## config.mk

```make
export PLATFORM = sky130hd
export DESIGN_NAME = score_bcd_counter
export DESIGN_NICKNAME = d
export VERILOG_FILES = /design/src/rtl/score_bcd_counter.sv
export SDC_FILE = /design/constraint.sdc
export NUM_CORES = 1
export LEC_CHECK = 0
export CORE_MARGIN = 1
export CORE_UTILIZATION = 45
export CTS_BUF_LIST = sky130_fd_sc_hd__clkbuf_16
export DETAILED_ROUTE_END_ITERATION = 8
export PLACE_DENSITY = 0.84
export SYNTH_ARGS = -nofsm -noshare
export SYNTH_HDL_FRONTEND = slang
export SYNTH_SLANG_ARGS = --single-unit
export TNS_END_PERCENT = 5
```

## constraint.sdc

```tcl
create_clock -name clk -period 5.3 [get_ports clk]
set_clock_uncertainty 0.2 [all_clocks]
set_input_delay 0.795 -clock clk [delete_from_list [all_inputs] [get_ports clk]]
set_output_delay 0.795 -clock clk [all_outputs]
set_load 0.02 [all_outputs]
```

## src/rtl/score_bcd_counter.sv

```systemverilog
// Packed-BCD game score counter: edge-detected point events, wrap or saturate at all-9s.
// Optional high-score tracking is built only when SCORE_HISCORE_EN is defined.
module score_bcd_counter #(
  parameter int NUM_DIGITS = 3,
  parameter bit SATURATE   = 1'b1
) (
  input  logic                    clk,
  input  logic                    reset,
  input  logic                    point,
  input  logic                    clear,
  input  logic                    game_over,
  output logic [4*NUM_DIGITS-1:0] score_bcd,
  output logic                    overflow,
  output logic [4*NUM_DIGITS-1:0] hiscore_bcd,
  output logic                    new_record
);

  localparam int W = 4 * NUM_DIGITS;

  logic          point_q;
  logic          inc;
  logic [W-1:0]  score_reg;
  logic [W-1:0]  score_next;
  logic [W-1:0]  score_plus_one;
  logic          overflow_reg;
  logic          overflow_next;
  logic          at_max;
  logic [NUM_DIGITS:0] carry;

  assign inc = point & ~point_q;

  // The +1 value is formed every cycle; carry out of the top digit means all digits are 9.
  assign carry[0] = 1'b1;

  generate
    for (genvar gi = 0; gi < NUM_DIGITS; gi++) begin : g_digit
      logic [3:0] digit;
      logic       is_nine;

      assign digit   = score_reg[4*gi +: 4];
      assign is_nine = (digit == 4'd9);
      assign carry[gi+1] = carry[gi] & is_nine;

      always_comb begin
        score_plus_one[4*gi +: 4] = digit;
        if (carry[gi]) begin
          score_plus_one[4*gi +: 4] = is_nine ? 4'd0 : digit + 4'd1;
        end
      end
    end
  endgenerate

  assign at_max = carry[NUM_DIGITS];

  always_comb begin
    score_next    = score_reg;
    overflow_next = 1'b0;
    if (clear) begin
      score_next    = '0;
      overflow_next = 1'b0;
    end else if (inc) begin
      overflow_next = at_max;
      if (!(at_max && SATURATE)) begin
        score_next = score_plus_one;
      end
    end
  end

  // point_q resets high so a point held through reset is ignored until seen low.
  always_ff @(posedge clk) begin
    if (reset) begin
      point_q      <= 1'b1;
      score_reg    <= '0;
      overflow_reg <= 1'b0;
    end else begin
      point_q      <= point;
      score_reg    <= score_next;
      overflow_reg <= overflow_next;
    end
  end

  assign score_bcd = score_reg;
  assign overflow  = overflow_reg;

`ifdef SCORE_HISCORE_EN
  logic [W-1:0] hiscore_reg;
  logic         new_record_reg;
  logic         beats_record;

  // Packed BCD orders the same as binary, so a plain unsigned compare suffices.
  assign beats_record = (score_reg > hiscore_reg);

  // game_over sees the pre-update score; its verdict on new_record wins over a coincident clear.
  always_ff @(posedge clk) begin
    if (reset) begin
      hiscore_reg    <= '0;
      new_record_reg <= 1'b0;
    end else if (game_over) begin
      if (beats_record) begin
        hiscore_reg    <= score_reg;
        new_record_reg <= 1'b1;
      end else begin
        new_record_reg <= 1'b0;
      end
    end else if (clear) begin
      new_record_reg <= 1'b0;
    end
  end

  assign hiscore_bcd = hiscore_reg;
  assign new_record  = new_record_reg;
`else
  logic unused_game_over;

  assign unused_game_over = game_over;
  assign hiscore_bcd      = '0;
  assign new_record       = 1'b0;
`endif

endmodule

```

==> impl_results.md, run 1 <==
- Ys async rst share: 0%
- Initial antenna violation count: 0
- Die extent in y: around 43 um
- Worst path max stage delay: roughly 0.51 ns
- CTS clock-pin slew for the worst setup and hold paths: ~0.04 ns
- Hold buffers post-CTS: 0
- Endpoints failing setup: 0
- Initial Util: 49.6%
- Clock Latency Late Sink: 0.24 ns
- Critical path, cell by cell: clkdlybuf4s50_1 > nand3b_1 > or2_4 > or4_1 > a21oi_1
- Leak Pwr: 0.341 nW
- Vias: 658
- Post-Syn Area per Cell: 8.40 um^2
- Min Tclk post-route: 2.62 ns
- Arr. time, crit path: 2.60 ns
- Final wirelength: about 1500 um
- CORE AREA: 0.00154 mm^2
- Total Routing Usage GR: 17.5%
- Power per cell area: 272 mW/mm^2
- Max clock buf depth: 2
- Finished layout cell area: a little under 0.001 mm^2
- Die X-Extent: 43.2 um
- Share of post-route cells with drive strength above 1: 8.33%
- Seq/Total Area, Yosys: a little over a third
- HP Class: reg -> reg
- DR pass1 iterations: 3
- Total CTS buffers: 3
- Setup slack, reg-to-reg: 3.30 ns
- Final Hold Fails: 0
- Slew @ Worst Pin: 0.560 ns
- DRC viols: 0
- Total die area: ~0.0019 mm^2
- Max FFs per register: 12
- Setup Fix Bufs, Post-CTS: 0
- Startpoint Class: primary input
- DP Wirelength: 1020 um
- Mapped Area: 764 um^2
- CP bufs+invs: 1
- CP Class: in -> reg
- Ports: 31
- Antenna cells: 0
- Max-Cap Viols: 0
- Vias per cell: 5.31
- Post_cts resized: 0
- Placer Congestion: 0.798
- DR iter-0 viols: 5
- Clock root cell: clkbuf_16
- Synth cell types: 32
- Status: completed
- F_max: 381 MHz
- Final #Nets: approximately 120
- Critical path data required time: 5.27 ns
- Post-place instance area: between 800 and 900 um^2
- Gate Count Post-Synth: 91
- Port Buffer Count: 16
- RSZ-0062 raised after global routing: no
- VDD IR-drop max: between 0.00015 and 0.0002 V
- CP max-delay cell: clkdlybuf4s50_1
- Grt ovf: 0
- Clk sinks: 14
- Number of synthesized flops with an enable pin: 0
- Synth-to-layout area growth: 26.0%
- Family with the most delay on the worst path: simple AND/OR/NAND/NOR gates
- Setup crit end kind: flip-flop
- Pin count of the biggest net entering global routing: 14
- Crit path max fanout: 9
- Crit share post-route: about 50%
- Post-Route Setup TNS: 0 ns
- Routed wire per std cell: 11.8 um
- CTS H-tree lvls: 1
- First-pass GRT wire length: about 2400 um
- Yosys warns: 0
- Fin. max-slew vios: 0
- Vias in the first global route: 563
- Synthesized flop and latch total: 14
- Antenna-violating nets left: 0
- Max-slew headroom: 62.3%
- Placement Rows: 14
- Post-synth top flop: dfxtp_1
- CTS tree: yes
==> synth_stat cells, types with 2 or more instances <==
| cell | count | area (um^2) |
|---|---|---|
| dfxtp_1 | 14 | 280 |
| buf_4 | 13 | 97.6 |
| a21oi_1 | 9 | 45.0 |
| inv_1 | 7 | 26.3 |
| nor2_1 | 7 | 26.3 |
| o21ai_0 | 7 | 35.0 |
| nor2b_1 | 3 | 18.8 |
| a21o_1 | 2 | 15.0 |
| nand4_1 | 2 | 12.5 |
| nand4bb_1 | 2 | 22.5 |
| nor3_1 | 2 | 10.0 |
| or2_2 | 2 | 12.5 |
| or4_1 | 2 | 15.0 |
==> cells by family after synthesis <==
| family | after synthesis | share of synthesized area (%) |
|---|---|---|
| AO/OA/AOI/OAI | 23 | 17.3 |
| XOR/XNOR | 1 | 1.15 |
| buffers and inverters | 21 | 16.7 |
| flip-flops | 14 | 36.7 |
| multiplexers | 1 | 1.31 |
| other | 1 | 0.491 |
| AND/OR/NAND/NOR | 30 | 26.4 |
==> worst paths after layout <==
path	cells past startpoint	to	start
setup / recovery	5	score_bcd[5]	point
hold / removal	2	score_bcd[3]	score_bcd[3]
setup reg to reg	4	score_bcd[8]	score_bcd[3]
hold reg to reg	2	score_bcd[3]	score_bcd[3]
==> cells in the final DEF (no fill, tap or decap), types with 2 or more instances in the layout <==
cell type        Yosys  layout
inv_1                7       7
clkdlybuf4s50_1      0      16
conb_1               1      13
or2_2                2       2
a21o_1               2       2
nand4bb_1            2       2
o21ai_0              7       7
nor2_1               7       7
a21oi_1              9       9
or4_1                2       2
nor3_1               2       2
dfxtp_1             14      14
clkbuf_16            0       3
nor2b_1              3       3
nand4_1              2       2
==> area by class of cell <==
cell class	instances	area [um^2]
clock buffers	3	75.1
repair buffers	16	160
multi-input cells	68	402
well taps	16	20.0
inverters	7	26.3
flip-flops and latches	14	280
fillers	140	578
==> through the flow <==
stage	hold slack, ns	setup WS, ns	util, %	std cells	power (mW)
6_report	0.321	2.68	62.5	124	0.262
2_1_floorplan	0.325	3.15	-	103	0.127
3_5_place_dp	0.311	2.45	57.6	121	0.123
4_1_cts	0.325	2.68	62.5	124	0.264
3_3_place_gp	0.305	2.50	57.6	121	0.123
5_1_grt	0.346	2.55	62.5	124	0.271
==> tightest hold or removal path, stage by stage, from the launching register on <==
cell and delay (ns):
dfxtp_1 0.33, o21ai_0 0.08, a21oi_1 0.06
==> routing by layer <==
metal	up-vias	share of wire [%]	GRT usage, %
met5	-	0	0
met4	0	1.7	9.09
met3	2	4.1	5.11
met2	21	49	26.9
met1	305	45	22.0
li1	330	-	-
==> power breakdown <==
part	total, mW	internal (mW)	switching (mW)
registers	0.107	0.106	0.000353
clock network	0.141	0.0986	0.0422
logic	0.0144	0.00339	0.0110
total	0.262	0.208	0.0536
Note: power is estimated with default switching activity, not from simulation.
==> inputs of run 2 (changes only) <==
- CORE_UTILIZATION: 45 -> 41
- PLACE_DENSITY: 0.84 -> 0.78
- clock period: 5.3 -> 2.74 ns (I/O delays scaled with it)
==> impl_results.md, run 2 (synthesis gave the netlist of run 1 again) <==
- Max-Cap Viols: 0 (unchanged)
- Comb power frac: 5.5% (about the same)
- Net Sw Frac: 19.9% (was 20.5%)
- Min Tclk post-route: ~2.2 ns
- CTS tree: yes (unchanged)
- First-pass GRT wire length: 2210 um (was 2440 um)
- Power per cell area: 516 mW/mm^2 (was 272 mW/mm^2)
- Sequential power share: 40.8% (was 40.7%)
- Die X-Extent: 45.2 um (was 43.2 um)
- Pin count of the biggest net entering global routing: 14 (unchanged)
- Most frequent cells in the layout: 16 x clkdlybuf4s50_1, 14 x dfxtp_1, 13 x conb_1, 9 x a21oi_1 (unchanged)
- DP Wirelength: 979 um (was 1020 um)
- Status: completed (unchanged)
- Total Routing Usage GR: 15.3% (was 17.5%)
- DR iter-0 viols: 9 (was 5)
- CP bufs+invs: 1 (unchanged)
- Antenna-violating nets left: 0 (unchanged)
- Hold buffers post-CTS: 0 (unchanged)
- Crit path max fanout: 9 (unchanged)
- Ports: 31 (unchanged)
- Vias per cell: 4.75 (was 5.31)
- VDD IR-drop max: 0.000278 V (was 0.000158 V)
- Int Pwr: 404 uW (was 208 uW)
- Total die area: 0.00204 mm^2 (was 0.00187 mm^2)
- Arr. time, crit path: 2.14 ns (was 2.60 ns)
- Most common cell after layout, fill and taps aside: clkdlybuf4s50_1 (unchanged)
- Final Hold Fails: 0 (unchanged)
- Hold path cells: 2 (unchanged)
- Routed wire per std cell: 9.99 um (was 11.8 um)
- Critical path data required time: 2.71 ns (was 5.27 ns)
- DRC viols: 0 (unchanged)
- Worst path max stage delay: 0.51 ns (about the same)
- CTS clock-pin slew for the worst setup and hold paths: 0.05 ns (was 0.04 ns)
- Fillers: 178 (was 140)
- Setup Fix Bufs, Post-CTS: 0 (unchanged)
- Sw power: 100 uW (was 53.6 uW)
- Final #Nets: 115 (unchanged)
- Slew @ Worst Pin: 0.583 ns (was 0.560 ns)
- Clk sinks: 14 (unchanged)
- F_max: 461 MHz
- Max clock buf depth: 2 (unchanged)
- RSZ-0062 raised after global routing: no (unchanged)
- Share of post-route cells with drive strength above 1: 8.26% (was 8.33%)
- Setup slack, reg-to-reg: 0.73 ns (was 3.30 ns)
- Hold Path End: score_bcd[3] (unchanged)
- HP Class: reg -> reg (unchanged)
- Family with the most delay on the worst path: simple AND/OR/NAND/NOR gates (unchanged)
- Leak Pwr: 0.343 nW (was 0.341 nW)
- Worst R2R End: score_bcd[8] (unchanged)
- Placer Congestion: 0.741 (was 0.798)
- Endpoints failing setup: 0 (unchanged)
- WHS: 0.322 ns (was 0.321 ns)
- DR pass1 iterations: 4 (was 3)
- Hold_sp: score_bcd[3] (unchanged)
- Placement Rows: 15 (was 14)
- Clock root cell: clkbuf_16 (unchanged)
- FF/Latch Area: 280 um^2 (unchanged)
- Total CTS buffers: 3 (unchanged)
- R2r worst-path depth: 4 (unchanged)
- Max FFs per register: 12 (unchanged)
- Crit share post-route: 79.2%
- Setup crit end kind: flip-flop (unchanged)
- Clock share of power: 53.7% (was 53.8%)
- Post-Route Setup TNS: 0 ns (unchanged)
- Max-slew headroom: 60.8% (was 62.3%)
- Initial antenna violation count: 0 (unchanged)
- Die extent in y: 45.2 um (was 43.2 um)
- Final wirelength: 1340 um (was 1460 um)
- Antenna cells: 0 (unchanged)
- Clock Latency Late Sink: 0.24 ns (about the same)
- Fin. max-slew vios: 0 (unchanged)
- CORE AREA: 0.00175 mm^2 (was 0.00154 mm^2)
- Startpoint Class: primary input (unchanged)
- CP max-delay cell: clkdlybuf4s50_1 (unchanged)
- Multi-input logic area: 402 um^2 (unchanged)
- Synth-to-layout area growth: 28.0% (was 26.0%)
- Post_cts resized: 0 (unchanged)
- R2r startpoint: score_bcd[3] (unchanged)
- Initial Util: 43.8% (was 49.6%)
- Vias: 636 (was 658)
- Port Buffer Count: 16 (unchanged)
- Critical path, cell by cell: clkdlybuf4s50_1 > nand3b_1 > or2_4 > or4_1 > a21oi_1 (unchanged)
- Vias in the first global route: 519 (was 563)
- Grt ovf: 0 (unchanged)
- CTS H-tree lvls: 1 (unchanged)
- CP Class: in -> reg (unchanged)
[run 2: power groups by stage]
stage / combinational (mW) / sequential, mW / clock [mW]
detailed placement: 0.0275 / 0.210 / 0
finish: 0.0278 / 0.206 / 0.271
floorplan: 0.0349 / 0.210 / 0
CTS: 0.0276 / 0.206 / 0.276
global route: 0.0304 / 0.206 / 0.290
global placement: 0.0273 / 0.210 / 0
[run 2: worst max-delay path by stage]
stage                       from            to  slack (ns)  depth (start not counted)
finish                     point  score_bcd[6]        0.57                          5
floorplan           score_bcd[3]  score_bcd[5]        0.74                          4
global route               point  score_bcd[8]        0.37                          5
global placement           point  score_bcd[6]        0.34                          5
CTS                        point  score_bcd[5]        0.57                          5
detailed placement         point  score_bcd[5]        0.30                          5
[run 2: worst min-delay path, cell delays in order, from the launching register on]
cell and delay, ns:
dfxtp_1 0.33, o21ai_0 0.08, a21oi_1 0.06
[run 2: final cells by class]
class,count,share of cell area [%]
clock buffer,3,7.67
clock inverter,1,0.384
inverter,7,2.69
multi-input combinational,68,41.0
sequential,14,28.6
tap,25,3.20
timing repair buffer,16,16.4
[run 2: per-stage QoR]
stage	instance area [um^2]	power, mW	util, %	std cells	setup slack [ns]
3_5_place_dp	900	0.237	51.5	130	0.303
6_report	978	0.505	56.1	134	0.571
5_1_grt	978	0.526	56.1	134	0.373
2_1_floorplan	810	0.245	-	103	0.736
3_3_place_gp	900	0.237	51.5	130	0.339
4_1_cts	978	0.510	56.1	134	0.570
[run 2: routing by layer]
| metal | part of all wire, % | track usage [%] |
|---|---|---|
| met1 | 49 | 19.2 |
| met2 | 46 | 22.9 |
| met3 | 3.7 | 3.60 |
| met4 | 1.4 | 10.9 |
| met5 | 0 | 0 |
